--- src/rtl/bmc_decoder_pkg.sv ---
// Shared definitions for the biphase-mark decoder: default sizes, timing
// thresholds, FSM state encoding and the interval classifier.
package bmc_decoder_pkg;

  localparam int   NB_BITS_DEF    = 17;
  localparam int   TS_WIDTH_DEF   = 24;
  localparam int   SHORT_MIN_DEF  = 4;
  localparam int   SHORT_MAX_DEF  = 11;
  localparam int   LONG_MAX_DEF   = 20;
  localparam logic ENV_ACTIVE_DEF = 1'b0;

  // Interval counter width; comfortably holds LONG_MAX+1 for any sane threshold.
  localparam int IV_W = 8;

  typedef enum logic [2:0] {
    ST_IDLE     = 3'd0,
    ST_ARMED    = 3'd1,
    ST_DECODE   = 3'd2,
    ST_HOLD     = 3'd3,
    ST_WAIT_END = 3'd4
  } bmc_state_t;

  typedef enum logic [1:0] {
    IV_SHORT = 2'd0,
    IV_LONG  = 2'd1,
    IV_BAD   = 2'd2
  } ival_class_t;

  // Classify the clock count between two data edges as half-bit, full-bit or invalid.
  function automatic ival_class_t classify_ival(input logic [IV_W-1:0] ival,
                                                input logic            sat,
                                                input int              smin,
                                                input int              smax,
                                                input int              lmax);
    int v;
    v = int'(ival);
    if (sat || v < smin) return IV_BAD;
    if (v <= smax)       return IV_SHORT;
    if (v <= lmax)       return IV_LONG;
    return IV_BAD;
  endfunction

endpackage

--- src/rtl/bmc_decoder_sync.sv ---
// Two-flop synchroniser with a registered copy for edge detection.
// The flops carry no reset: a decoder reset must not fake an envelope
// transition, so the synchronised levels always track the real pins.
module sync_edge_detector (
  input  logic clk,
  input  logic i_async,
  output logic o_level,
  output logic o_edge
);

  logic r_meta;
  logic r_sync;
  logic r_prev;

  // Metastability stage, stable stage, and one-cycle-old copy for the edge XOR.
  always_ff @(posedge clk) begin
    r_meta <= i_async;
    r_sync <= r_meta;
    r_prev <= r_sync;
  end

  assign o_level = r_sync;
  assign o_edge  = r_sync ^ r_prev;

endmodule

--- src/rtl/bmc_decoder.sv ---
// Biphase-mark decoder for one photodiode channel. Captures the first
// NB_BITS bits of a sweep pulse plus the timestamp of its first data edge.
//
// Output handshake: data_availible is a level-valid flag. When it rises,
// decoded_data and ts_data are already stable and stay stable for as long as
// it is high. There is no ready input; the consumer acknowledges by pulsing
// reset for one cycle, which clears the word and the flag on the next edge.
module bmc_decoder
  import bmc_decoder_pkg::*;
#(
  parameter int   NB_BITS    = NB_BITS_DEF,
  parameter int   TS_WIDTH   = TS_WIDTH_DEF,
  parameter int   SHORT_MIN  = SHORT_MIN_DEF,
  parameter int   SHORT_MAX  = SHORT_MAX_DEF,
  parameter int   LONG_MAX   = LONG_MAX_DEF,
  parameter logic ENV_ACTIVE = ENV_ACTIVE_DEF
) (
  input  logic                clk_96MHz,
  input  logic                reset,
  input  logic                sensor_e,
  input  logic                sensor_d,
  input  logic [TS_WIDTH-1:0] timestamp,
  output logic [NB_BITS-1:0]  decoded_data,
  output logic [TS_WIDTH-1:0] ts_data,
  output logic                data_availible,
  output bmc_state_t          o_dbg_state
);

  localparam int BC_W = $clog2(NB_BITS + 1);

  logic              w_d_edge;
  logic              w_unused_d_level;
  logic              w_e_level;
  logic              w_unused_e_edge;
  logic              w_env_act;
  logic              w_sat;
  logic [IV_W-1:0]   w_ival;
  ival_class_t       w_class;

  bmc_state_t        r_state;
  bmc_state_t        w_state_nx;
  logic [IV_W-1:0]   r_interval;
  logic [BC_W-1:0]   r_bit_cnt;
  logic [BC_W-1:0]   w_bit_cnt_nx;
  logic              r_half;
  logic              w_half_nx;
  logic [NB_BITS-1:0] r_shreg;
  logic [NB_BITS-1:0] w_shreg_nx;
  logic [TS_WIDTH-1:0] r_ts_cap;
  logic              w_cap_ts;
  logic              w_load_out;
  logic              r_off_seen;
  logic [NB_BITS-1:0]  r_decoded;
  logic [TS_WIDTH-1:0] r_ts_out;
  logic                r_valid;

  sync_edge_detector u_sync_d (
    .clk     (clk_96MHz),
    .i_async (sensor_d),
    .o_level (w_unused_d_level),
    .o_edge  (w_d_edge)
  );

  sync_edge_detector u_sync_e (
    .clk     (clk_96MHz),
    .i_async (sensor_e),
    .o_level (w_e_level),
    .o_edge  (w_unused_e_edge)
  );

  assign w_env_act = (w_e_level == ENV_ACTIVE);
  // Interval in clocks between the previous edge and the current one.
  assign w_sat     = (r_interval == IV_W'(LONG_MAX + 1));
  assign w_ival    = r_interval + IV_W'(1);
  assign w_class   = classify_ival(w_ival, w_sat, SHORT_MIN, SHORT_MAX, LONG_MAX);

  // Next-state and datapath decisions; every output defaults to "hold".
  always_comb begin
    w_state_nx   = r_state;
    w_bit_cnt_nx = r_bit_cnt;
    w_half_nx    = r_half;
    w_shreg_nx   = r_shreg;
    w_cap_ts     = 1'b0;
    w_load_out   = 1'b0;
    case (r_state)
      ST_IDLE: begin
        // r_off_seen blocks re-triggering in the middle of a pulse after reset.
        if (w_env_act && r_off_seen) w_state_nx = ST_ARMED;
      end
      ST_ARMED: begin
        if (!w_env_act) begin
          w_state_nx = ST_IDLE;
        end else if (w_d_edge) begin
          w_cap_ts     = 1'b1;
          w_bit_cnt_nx = '0;
          w_half_nx    = 1'b0;
          w_state_nx   = ST_DECODE;
        end
      end
      ST_DECODE: begin
        // A finished word wins over an envelope drop seen on the same cycle.
        if (r_bit_cnt == BC_W'(NB_BITS)) begin
          w_load_out = 1'b1;
          w_state_nx = ST_HOLD;
        end else if (w_d_edge) begin
          case (w_class)
            IV_SHORT: begin
              if (!r_half) begin
                w_half_nx = 1'b1;
              end else begin
                w_shreg_nx   = {r_shreg[NB_BITS-2:0], 1'b1};
                w_half_nx    = 1'b0;
                w_bit_cnt_nx = r_bit_cnt + BC_W'(1);
              end
            end
            IV_LONG: begin
              if (!r_half) begin
                w_shreg_nx   = {r_shreg[NB_BITS-2:0], 1'b0};
                w_bit_cnt_nx = r_bit_cnt + BC_W'(1);
              end else begin
                w_state_nx = ST_WAIT_END;
              end
            end
            default: w_state_nx = ST_WAIT_END;
          endcase
        end else if (!w_env_act) begin
          w_state_nx = ST_IDLE;
        end
      end
      ST_HOLD: begin
        w_state_nx = ST_HOLD;
      end
      ST_WAIT_END: begin
        if (!w_env_act) w_state_nx = ST_IDLE;
      end
      default: w_state_nx = ST_IDLE;
    endcase
  end

  // State, counters, shift register and output word registers.
  always_ff @(posedge clk_96MHz) begin
    if (reset) begin
      r_state    <= ST_IDLE;
      r_interval <= '0;
      r_bit_cnt  <= '0;
      r_half     <= 1'b0;
      r_shreg    <= '0;
      r_ts_cap   <= '0;
      r_off_seen <= 1'b0;
      r_decoded  <= '0;
      r_ts_out   <= '0;
      r_valid    <= 1'b0;
    end else begin
      r_state   <= w_state_nx;
      r_bit_cnt <= w_bit_cnt_nx;
      r_half    <= w_half_nx;
      r_shreg   <= w_shreg_nx;
      if (!w_env_act) r_off_seen <= 1'b1;
      if (w_d_edge) r_interval <= '0;
      else if (!w_sat) r_interval <= r_interval + IV_W'(1);
      if (w_cap_ts) r_ts_cap <= timestamp;
      if (w_load_out) begin
        r_decoded <= r_shreg;
        r_ts_out  <= r_ts_cap;
        r_valid   <= 1'b1;
      end
    end
  end

  assign decoded_data   = r_decoded;
  assign ts_data        = r_ts_out;
  assign data_availible = r_valid;
  assign o_dbg_state    = r_state;

endmodule

--- config.mk ---
export PLATFORM = sky130hd
export DESIGN_NAME = bmc_decoder
export DESIGN_NICKNAME = d
export VERILOG_FILES = /design/src/rtl/bmc_decoder_pkg.sv /design/src/rtl/bmc_decoder_sync.sv /design/src/rtl/bmc_decoder.sv
export SDC_FILE = /design/constraint.sdc
export NUM_CORES = 1
export LEC_CHECK = 0
export ABC_CLOCK_PERIOD_IN_PS = 2650
export BUFFER_PORTS_ARGS = -buffer_cell sky130_fd_sc_hd__buf_4
export CAP_MARGIN = 20
export CORE_UTILIZATION = 45
export CTS_CLUSTER_SIZE = 25
export DETAILED_ROUTE_END_ITERATION = 16
export PLACE_DENSITY_LB_ADDON = 0.2
export SETUP_SLACK_MARGIN = 0.15
export SYNTH_ARGS = -nofsm -noshare
export SYNTH_HDL_FRONTEND = slang
export SYNTH_SLANG_ARGS = --single-unit
--- constraint.sdc ---
create_clock -name clk_96MHz -period 2.65 [get_ports clk_96MHz]
set_input_delay 0.1325 -clock clk_96MHz [delete_from_list [all_inputs] [get_ports clk_96MHz]]
set_output_delay 0.1325 -clock clk_96MHz [all_outputs]
set_load 0.1 [all_outputs]
# After elaboration in Yosys (flattened, before gate mapping)
# Cells that the tools add are included.
classes:
  add_sub_neg: 2
  n_reduce_logical: 11
  bitwise: 3
  magnitude_cmp: 3
  n_eq_ne: 21
  mux: 44
op_table:
  columns: ["op", "n"]
  rows:
  - ["$mux 17", 2]
  - ["$pmux 17 s2", 1]
  - ["$mux 5", 6]
  - ["$mux 3", 7]
  - ["$pmux 5 s2", 2]
  - ["$mux 1", 17]
  - ["$pmux 3 s5", 1]
  - ["$mux 2", 6]
  - ["$reduce_and 6->1", 2]
  - ["$ne 2x2->1 const B", 5]
  - ["$add 8x1->8 const B", 1]
  - ["$eq 8x5->1 const B", 1]
  - ["$le 8x4->1 const B", 1]
  - ["$le 8x5->1 const B", 1]
  - ["$lt 8x3->1 const B", 1]
  - ["$reduce_and 8->1", 1]
  - ["$eq 3x2->1 const B", 2]
  - ["$ne 2x1->1 const B", 3]
  - ["$ne 3x1->1 const B", 2]
  - ["$ne 3x3->1 const B", 2]
  - ["$pmux 3 s2", 1]
  - ["$add 5x1->5 const B", 1]
  - ["$eq 5x5->1 const B", 1]
  - ["$ne 5x5->1 const B", 1]
  - ["other kinds (14)", 16]
word_totals:
  elab_cells: 99
  ff_bits: 106
  input_bits: 28
  out_inout_bits: 45

# Longest topological paths before layout
# Gate-level depths: netlist (run 1).
depth:
  depth_word: 15
  mapped_depth: 10
  ltp_nobuf: 8

# Cells and area by module
# From an unflattened synthesis (run 1), not the netlist that was laid out.
hier_totals:
  hier_cells: 511
  area_unflattened_um2: 4291.6
by_module_without_submodules:
  columns: ["module", "area_each_um2", "cells_per_inst", "seq_area_each_um2", "n_inst"]
  rows:
  - ["bmc_decoder", 4154.0, 503, 2021.9, 1]
  - ["sync_edge_detector", 68.8, 4, 60.1, 2]

# Worst setup path after synthesis (run 1)
# Ideal clock, no wire load.
synth_path:
  path_kind: "flip-flop to flip-flop"
  startpoint: "register r_state[1], in the netlist o_dbg_state[1]"
  endpoint: "register r_bit_cnt[4]"
  synth_period_minus_slack_ps: 2647
  slack_ps: 3
  required_time_ps: 2527
  path_buffers: 1
  setup_time_ps: 123
  path_stages_with_launch: 8
  arrival_time_ps: 2524
  cell_sequence: "dfxtp_1 -> clkbuf_1 -> nand2b_1 -> o22a_1 -> nor3_2 -> o21ai_1 -> nor4b_1 -> mux2_1"
synth_via:
  elab_chain_cells: 3
  elab_cells_between_ends: 12
  cone_classes: "eq/ne (9); mux (1); reduce/logical (2)"
synth_lines:
  columns: ["element", "line_no", "source"]
  rows:
  - ["start: declaration", "bmc_decoder.sv:40", "bmc_state_t r_state;"]
  - ["start signal: assignment", "bmc_decoder.sv:154", "r_state <= w_state_nx;"]
  - ["$eq 3x2->1 / $eq 3x1->1 (equally long branches)", "bmc_decoder.sv:85", "case (r_state)"]
  - ["$ne 3x1->1 (no line), or another cell as far along", null, null]
  - ["$reduce_and 8->1 (no line)", null, null]
  - ["end signal: assignment", "bmc_decoder.sv:155", "r_bit_cnt <= w_bit_cnt_nx;"]
  - ["end: declaration", "bmc_decoder.sv:43", "logic [BC_W-1:0] r_bit_cnt;"]
# Several ways; a longest one is shown, not always the timed one.
# A chain may end at the register's enable or synchronous reset.

# Final worst setup path (run 1)
layout_path:
  startpoint: "register r_bit_cnt[1]"
  endpoint: "register r_bit_cnt[4]"
layout_via:
  elab_chain_cells: 6
  elab_cells_between_ends: 10
  cone_classes: "add/sub (1); eq/ne (2); mux (6); reduce/logical (1)"
layout_lines:
  columns: ["element", "line_no", "source"]
  rows:
  - ["$add 5x1->5", "bmc_decoder.sv:113, bmc_decoder.sv:119", null]
  - ["$mux 5 (on tied branches)", "bmc_decoder.sv:117, bmc_decoder.sv:108", null]
  - ["$pmux 5 s2", "bmc_decoder.sv:106", "case (w_class)"]
  - ["$mux 5", "bmc_decoder.sv:105", "end else if (w_d_edge) begin"]
  - ["$mux 5", "bmc_decoder.sv:102", "if (r_bit_cnt == BC_W'(NB_BITS)) begin"]
  - ["$pmux 5 s2", "bmc_decoder.sv:85", null]
# Several ways; a longest one is shown, not always the timed one. The select of a mux whose other input is x is not followed.

==> results of run 1 <==
[worst min-delay path: cells and delay by family]
family	cells	cell delay, ns
AOI/OAI and AO/OA	1	0.05
buffers and inverters	1	0.11
and+or+nand+nor	1	0.04
[kinds of logic (layout without fill, tap and decap cells)]
logic type / Yosys count / in the layout / synth area share, %
AND/OR/NAND/NOR: 212 / 212 / 22.1
AO/OA/AOI/OAI: 138 / 138 / 18.6
buffers and inverters: 47 / 113 / 4.68
adder cells (fa/ha/maj): 6 / 6 / 1.78
XOR/XNOR: 9 / 9 / 1.87
flip-flops: 106 / 106 / 50.2
multiplexers: 3 / 3 / 0.799
[registers in the layout (all words and copies together), names as in the netlist]
register,flops
r_shreg,17
r_interval,8
u_sync_e.r_meta,1
decoded_data,17
u_sync_d.o_level,1
r_half,1
u_sync_e.o_level,1
r_bit_cnt,5
ts_data,24
u_sync_d.r_meta,1
o_dbg_state,3
r_off_seen,1
data_availible,1
u_sync_d.r_prev,1
r_ts_cap,24
[cell type report]
class                   count  area [um^2]
fillers                   825         3780
flip-flops and latches    106         2120
clock buffers              12          165
well taps                 108          135
inverters                   9         33.8
repair buffers             88          683
clock inverters             4         57.6
multi-input cells         368         1910
[Yosys cell counts (2+ instances only)]
cell / instances / share of area (%)
a211oi_1: 2 / 0.36
a21oi_1: 89 / 11
a31oi_1: 3 / 0.44
and2_1: 2 / 0.30
buf_2: 8 / 0.95
clkbuf_1: 27 / 2.4
dfxtp_1: 106 / 50
ha_1: 6 / 1.8
inv_1: 8 / 0.71
mux2_1: 3 / 0.80
nand2_1: 139 / 12
nand2b_1: 5 / 0.74
nand3_1: 20 / 2.4
nand4_1: 4 / 0.59
nor2_1: 18 / 1.6
nor3_1: 6 / 0.71
nor3b_1: 4 / 0.71
o21ai_0: 25 / 3.0
or3_1: 4 / 0.59
xnor2_1: 5 / 1.0
xor2_1: 4 / 0.83
[worst max-delay path by stage]
stage / end / slack (ns)
after floorplan: r_bit_cnt[4]$_SDFFE_PP0P_ / 0.31
after global placement: r_bit_cnt[4]$_SDFFE_PP0P_ / 0.45
after detailed placement: r_bit_cnt[4]$_SDFFE_PP0P_ / 0.40
after CTS: r_bit_cnt[4]$_SDFFE_PP0P_ / 0.38
after global routing: r_bit_cnt[0]$_SDFFE_PP0P_ / 0.16
final: r_bit_cnt[4]$_SDFFE_PP0P_ / 0.36
[per-layer routing]
| layer | vias to the layer above | GRT usage, % |
|---|---|---|
| met3 | 14 | 2.62 |
| met1 | 1734 | 26.0 |
| met4 | 0 | 8.38 |
| met2 | 97 | 30.7 |
| met5 | - | 0 |
| li1 | 1882 | - |
[layout by cell type (no fill, tap or decap), types with 3 or more instances in the layout]
cell           count
inv_1              8
nand2b_1           5
dfxtp_1          104
ha_1               6
xor2_1             4
or3_1              4
clkbuf_8          12
nand2_1          139
dlygate4sd3_1      4
buf_4             83
nor2_1            18
nand3_1           20
o21ai_0           25
mux2_1             3
a31oi_1            3
a21oi_1           89
nor3_1             6
xnor2_1            5
nor3b_1            4
nand4_1            4
[metrics by stage]
| step | worst slack [ns] | utilization, % | instances | total power (W) | hold WS, ns |
|---|---|---|---|---|---|
| 6_report | 0.365 | 57.5 | 695 | 0.00292 | 0.0155 |
| 3_5_place_dp | 0.396 | 54.6 | 675 | 0.00188 | 0.238 |
| 4_1_cts | 0.385 | 57.5 | 695 | 0.00295 | 0.00224 |
| 5_1_grt | 0.165 | 57.5 | 695 | 0.00304 | 0.0104 |
| 2_1_floorplan | 0.314 | - | 521 | 0.00181 | 0.160 |
| 3_3_place_gp | 0.446 | 54.6 | 675 | 0.00188 | 0.237 |
[power by group]
| part | switching, W | internal (W) | total, W |
|---|---|---|---|
| logic | 0.000133 | 0.0000783 | 0.000211 |
| registers | 0.0000203 | 0.00162 | 0.00164 |
| clock network | 0.000544 | 0.000523 | 0.00107 |
==> flow_metrics.tcl, run 1 <==
set metrics [dict create \
    cts-root-buf "clkbuf_8" \
    finalMaxSlewViolations 0 \
    period_share_pct 86.2 \
    hold_class "primary input to flop" \
    worstPathBufferInverterCount 1 \
    drtPass1Iterations 4 \
    crit_start "r_bit_cnt[1]$_SDFFE_PP0P_" \
    critical-path-slowest-cell "dfxtp_1" \
    p_per_area_mw_per_mm2 571 \
    wl_met1_um 4330 \
    cts.clk_slew.worst_paths_ns 0.10 \
    critPathTopFamily "simple AND/OR/NAND/NOR gates" \
    min_path_cells 3 \
    drtAntennaViolNets 0 \
    avgSynthCellArea_um2 8.11 \
    r2r-start "r_bit_cnt[1]$_SDFFE_PP0P_" \
    synth_seq_cells 106 \
    cp.arrival_ns 2.54 \
    status "finished clean" \
    fp.coreArea_mm2 0.00889 \
    fin_area_mm2 0.00511 \
    seq_area_frac_synth_pct 50.2 \
    diodes 0 \
    path_cells "inv_1 > ha_1 > and4bb_2 > o22a_1 > nor3_2 > o21ai_1 > nor4b_1 > mux2_1" \
    placed_cell_area_mm2 0.00485 \
    drt_iter0_drc 186 \
    track_usage_pct 19.2 \
    drt_wl_total_um 9060 \
    wl_met3_um 387 \
    crit_type "flop to flop" \
    cts_setup_buffers 0 \
    critPathMaxStageDelay_ns 0.39 \
    fin_crit_ns 2.29 \
    setup_viol 0 \
    leakagePower_nw 1.87 \
    required_ns 2.90 \
    rsz0062_at_grt "false" \
    vias 3727 \
    nets 616 \
    relSlewSlack_pct 50.6 \
    cts.htree.levels 3 \
    synth_edf_count 0 \
    drive_above_1_share_pct 18.7 \
    area_growth_pct 21.0 \
    synth_cells 521 \
    clk_path_buf_depth 2 \
    synthesis.area_mm2 0.00423 \
    yosys_warnings 0 \
    ctsResizeCount 0 \
    grt-ovfl-total 0 \
    rows 34 \
    top_layer "met4" \
    max-vdd-ir-drop_mv 0.289 \
    cts_tree "done" \
    holdPathEnd "r_ts_cap[2]$_SDFFE_PP0P_" \
    antenna_found_initial 0 \
    crit_path_end_kind "flop" \
    tightestPinTransition_ns 0.736 \
    hp-start "timestamp[2]" \
    synthFlopType "dfxtp_1" \
    grt_max_degree 70 \
    fmax_mhz 438 \
    avgRoutedWirePerCell_um 13.0 \
    start_util_pct 47.5 \
    synth.distinct_cells 54 \
    rrSetupSlack_ns 0.36 \
    tns_ns 0 \
    numCtsBuffers 9 \
    syn_nets 555 \
    clock_skew_ns 0.00903 \
    grt_pass1_wl_um 15200 \
    clock-sinks 106 \
    crit_cells 8 \
    num_io_pins 73 \
    die_h_um 98.9 \
    portBuffers 72 \
    die_w_um 98.9 \
    cts_hold_buf 4 \
    grt_pass1_vias 3330 \
    async_reset_ff_share_pct 0 \
    reg2reg_to "r_bit_cnt[4]$_SDFFE_PP0P_" \
    dieArea_mm2 0.00978 \
    wl_met2_um 4170 \
    critical_path.max_fanout 6 \
    maxCapViolations 0 \
    dpl.hpwl_um 5900 \
    hold_viol 0 \
    start_kind "flop" \
    globalplace.congestion 0.802 \
    vias_per_cell 5.36 \
    drc 0 \
    r2r_cells 8 \
    clk_latency_ns 0.36 \
]
No activity file was read; power rests on OpenSTA's default activity.
==> run 2, diff against run 1 <==
--- a/config.mk
+++ b/config.mk
@@ -8,7 +8,10 @@
 export ABC_CLOCK_PERIOD_IN_PS = 2650
 export BUFFER_PORTS_ARGS = -buffer_cell sky130_fd_sc_hd__buf_4
 export CAP_MARGIN = 20
-export CORE_UTILIZATION = 45
+export CELL_PAD_IN_SITES_DETAIL_PLACEMENT = 1
+export CELL_PAD_IN_SITES_GLOBAL_PLACEMENT = 1
+export CORE_MARGIN = 2
+export CORE_UTILIZATION = 41
 export CTS_CLUSTER_SIZE = 25
 export DETAILED_ROUTE_END_ITERATION = 16
 export PLACE_DENSITY_LB_ADDON = 0.2
==> run 2 against run 1 <==
  * Die area up 14%
  * Register-to-register slack got worse by 0.04 ns
  * Sequential cell count did not move
==> flow_metrics.tcl, run 2 (synthesis gave the netlist of run 1 again) <==
set metrics [dict create \
    relSlewSlack_pct 47.9 \
    start_util_pct 41.5 \
    die_h_um 106 \
    cp.arrival_ns 2.61 \
    cts_tree "done" \
    critical-path-slowest-cell "o311ai_2" \
    clock-sinks 106 \
    setup_viol 0 \
    fp.coreArea_mm2 0.0102 \
    cts.clk_slew.worst_paths_ns 0.10 \
    rsz0062_at_grt "false" \
    portBuffers 72 \
    diodes 0 \
    tns_ns 0 \
    p_per_area_mw_per_mm2 535 \
    final_common_cell "nand2_1" \
    fin_crit_ns 2.32 \
    drive_above_1_share_pct 18.9 \
    drc 0 \
    worstPathBufferInverterCount 1 \
    critPathMaxStageDelay_ns 0.46 \
    fmax_mhz 430 \
    hold_class "primary input to flop" \
    rows 37 \
    rrSetupSlack_ns 0.33 \
    numCtsBuffers 9 \
    nets 624 \
    die_w_um 106 \
    fin_area_mm2 0.00518 \
    clk_path_buf_depth 2 \
    drt_wl_total_um 10800 \
    track_usage_pct 19.8 \
    vias_per_cell 5.21 \
    dpl.hpwl_um 7210 \
    cts_setup_buffers 0 \
    num_io_pins 73 \
    grt_max_degree 66 \
    cts-root-buf "clkbuf_8" \
    dieArea_mm2 0.0111 \
    vias 3802 \
    tightestPinTransition_ns 0.776 \
    leakagePower_nw 1.86 \
    stdcell_count 730 \
    clk_latency_ns 0.37 \
    place_inst 705 \
    clock_skew_ns 0.0139 \
    drt_iter0_drc 167 \
    status "finished clean" \
    period_share_pct 87.7 \
    grt-ovfl-total 0 \
    most-common-layout-cells "139 x nand2_1, 104 x dfxtp_1, 89 x a21oi_1" \
    grt_pass1_wl_um 18000 \
    hold_viol 0 \
    globalplace.congestion 0.837 \
    path_cells "nor3_1 > a21boi_0 > o311ai_2 > a2bb2oi_2 > buf_4 > o211ai_1 > a21oi_1" \
    avgRoutedWirePerCell_um 14.9 \
    antenna_found_initial 0 \
    crit_path_end_kind "flop" \
    drtAntennaViolNets 0 \
    start_kind "flop" \
    cts.htree.levels 3 \
    drtPass1Iterations 4 \
    required_ns 2.93 \
    area_growth_pct 22.6 \
    critical_path.max_fanout 18 \
    max-vdd-ir-drop_mv 0.364 \
    maxCapViolations 0 \
    crit_type "flop to flop" \
    placed_cell_area_mm2 0.00490 \
    grt_pass1_vias 3863 \
    critPathTopFamily "compound AO/OA/AOI/OAI gates" \
    finalMaxSlewViolations 0 \
]
==> run 2: changes by cell type in the layout (fill, tap and decap cells not counted), sizes merged <==
| cell | delta |
|---|---|
| dlygate4sd3 | +6 |
| bufinv | -1 |
| clkbuf | -2 |
| buf | +2 |
| clkinvlp | +3 |
| clkinv | -1 |
==> run 2: final cells by class <==
class                           count  area (um^2)
Timing Repair Buffer               96          758
Sequential cell                   106         2120
Clock buffer                       10          128
Multi-Input combinational cell    368         1920
Fill cell                        1278         5010
Clock inverter                      5         41.3
Inverter                            9         33.8
Tap cell                          136          170
==> run 2: metrics by stage <==
| stage | hold slack (ns) | setup WS [ns] | power (W) | util (%) |
|---|---|---|---|---|
| 2_1_floorplan | 0.160 | 0.314 | 0.00181 | - |
| 3_3_place_gp | 0.238 | 0.443 | 0.00188 | 48.1 |
| 3_5_place_dp | 0.240 | 0.340 | 0.00189 | 48.1 |
| 4_1_cts | 0.00288 | 0.300 | 0.00280 | 50.5 |
| 5_1_grt | 0.00135 | 0.202 | 0.00290 | 50.8 |
| 6_report | 0.0107 | 0.326 | 0.00277 | 50.8 |
==> run 2: final timing paths <==
check	from	end	cells after the start
worst max-delay path	r_interval[5]$_SDFFE_PP0N_	r_bit_cnt[1]$_SDFFE_PP0P_	7
worst min-delay path	timestamp[13]	r_ts_cap[13]$_SDFFE_PP0P_	3
worst max register to register	r_interval[5]$_SDFFE_PP0N_	r_bit_cnt[1]$_SDFFE_PP0P_	7
worst min register to register	u_sync_e.r_meta$_DFF_P_	u_sync_e.o_level$_DFF_P_	0
==> run 2: repair_timing <==
item	CTS	global route
hold buffers	7	3
endpoints found under the setup margin	0	2
gates resized for setup	0	2
endpoints found under the hold margin	7	3
==> run 2: power by group <==
part / leakage [nW] / switching, W / internal (W)
Clock: 0.0725 / 0.000560 / 0.000344
Sequential: 0.858 / 0.0000234 / 0.00162
Combinational: 0.934 / 0.000140 / 0.0000839
Total: 1.86 / 0.000723 / 0.00205
==> run 2: per-layer routing <==
layer	GRT usage, %	part of all wire (%)	vias up
li1	-	-	1893
met2	34.2	49	51
met4	5.17	0.89	0
met3	3.77	3.1	10
met5	0	0	-
met1	25.4	47	1848
==> run 2: worst reg2reg max path, cell delays in order, from the launching register on <==
cell,delay (ns)
dfxtp_1,0.37
nor3_1,0.38
a21boi_0,0.18
o311ai_2,0.46
a2bb2oi_2,0.27
buf_4,0.26
o211ai_1,0.13
a21oi_1,0.18
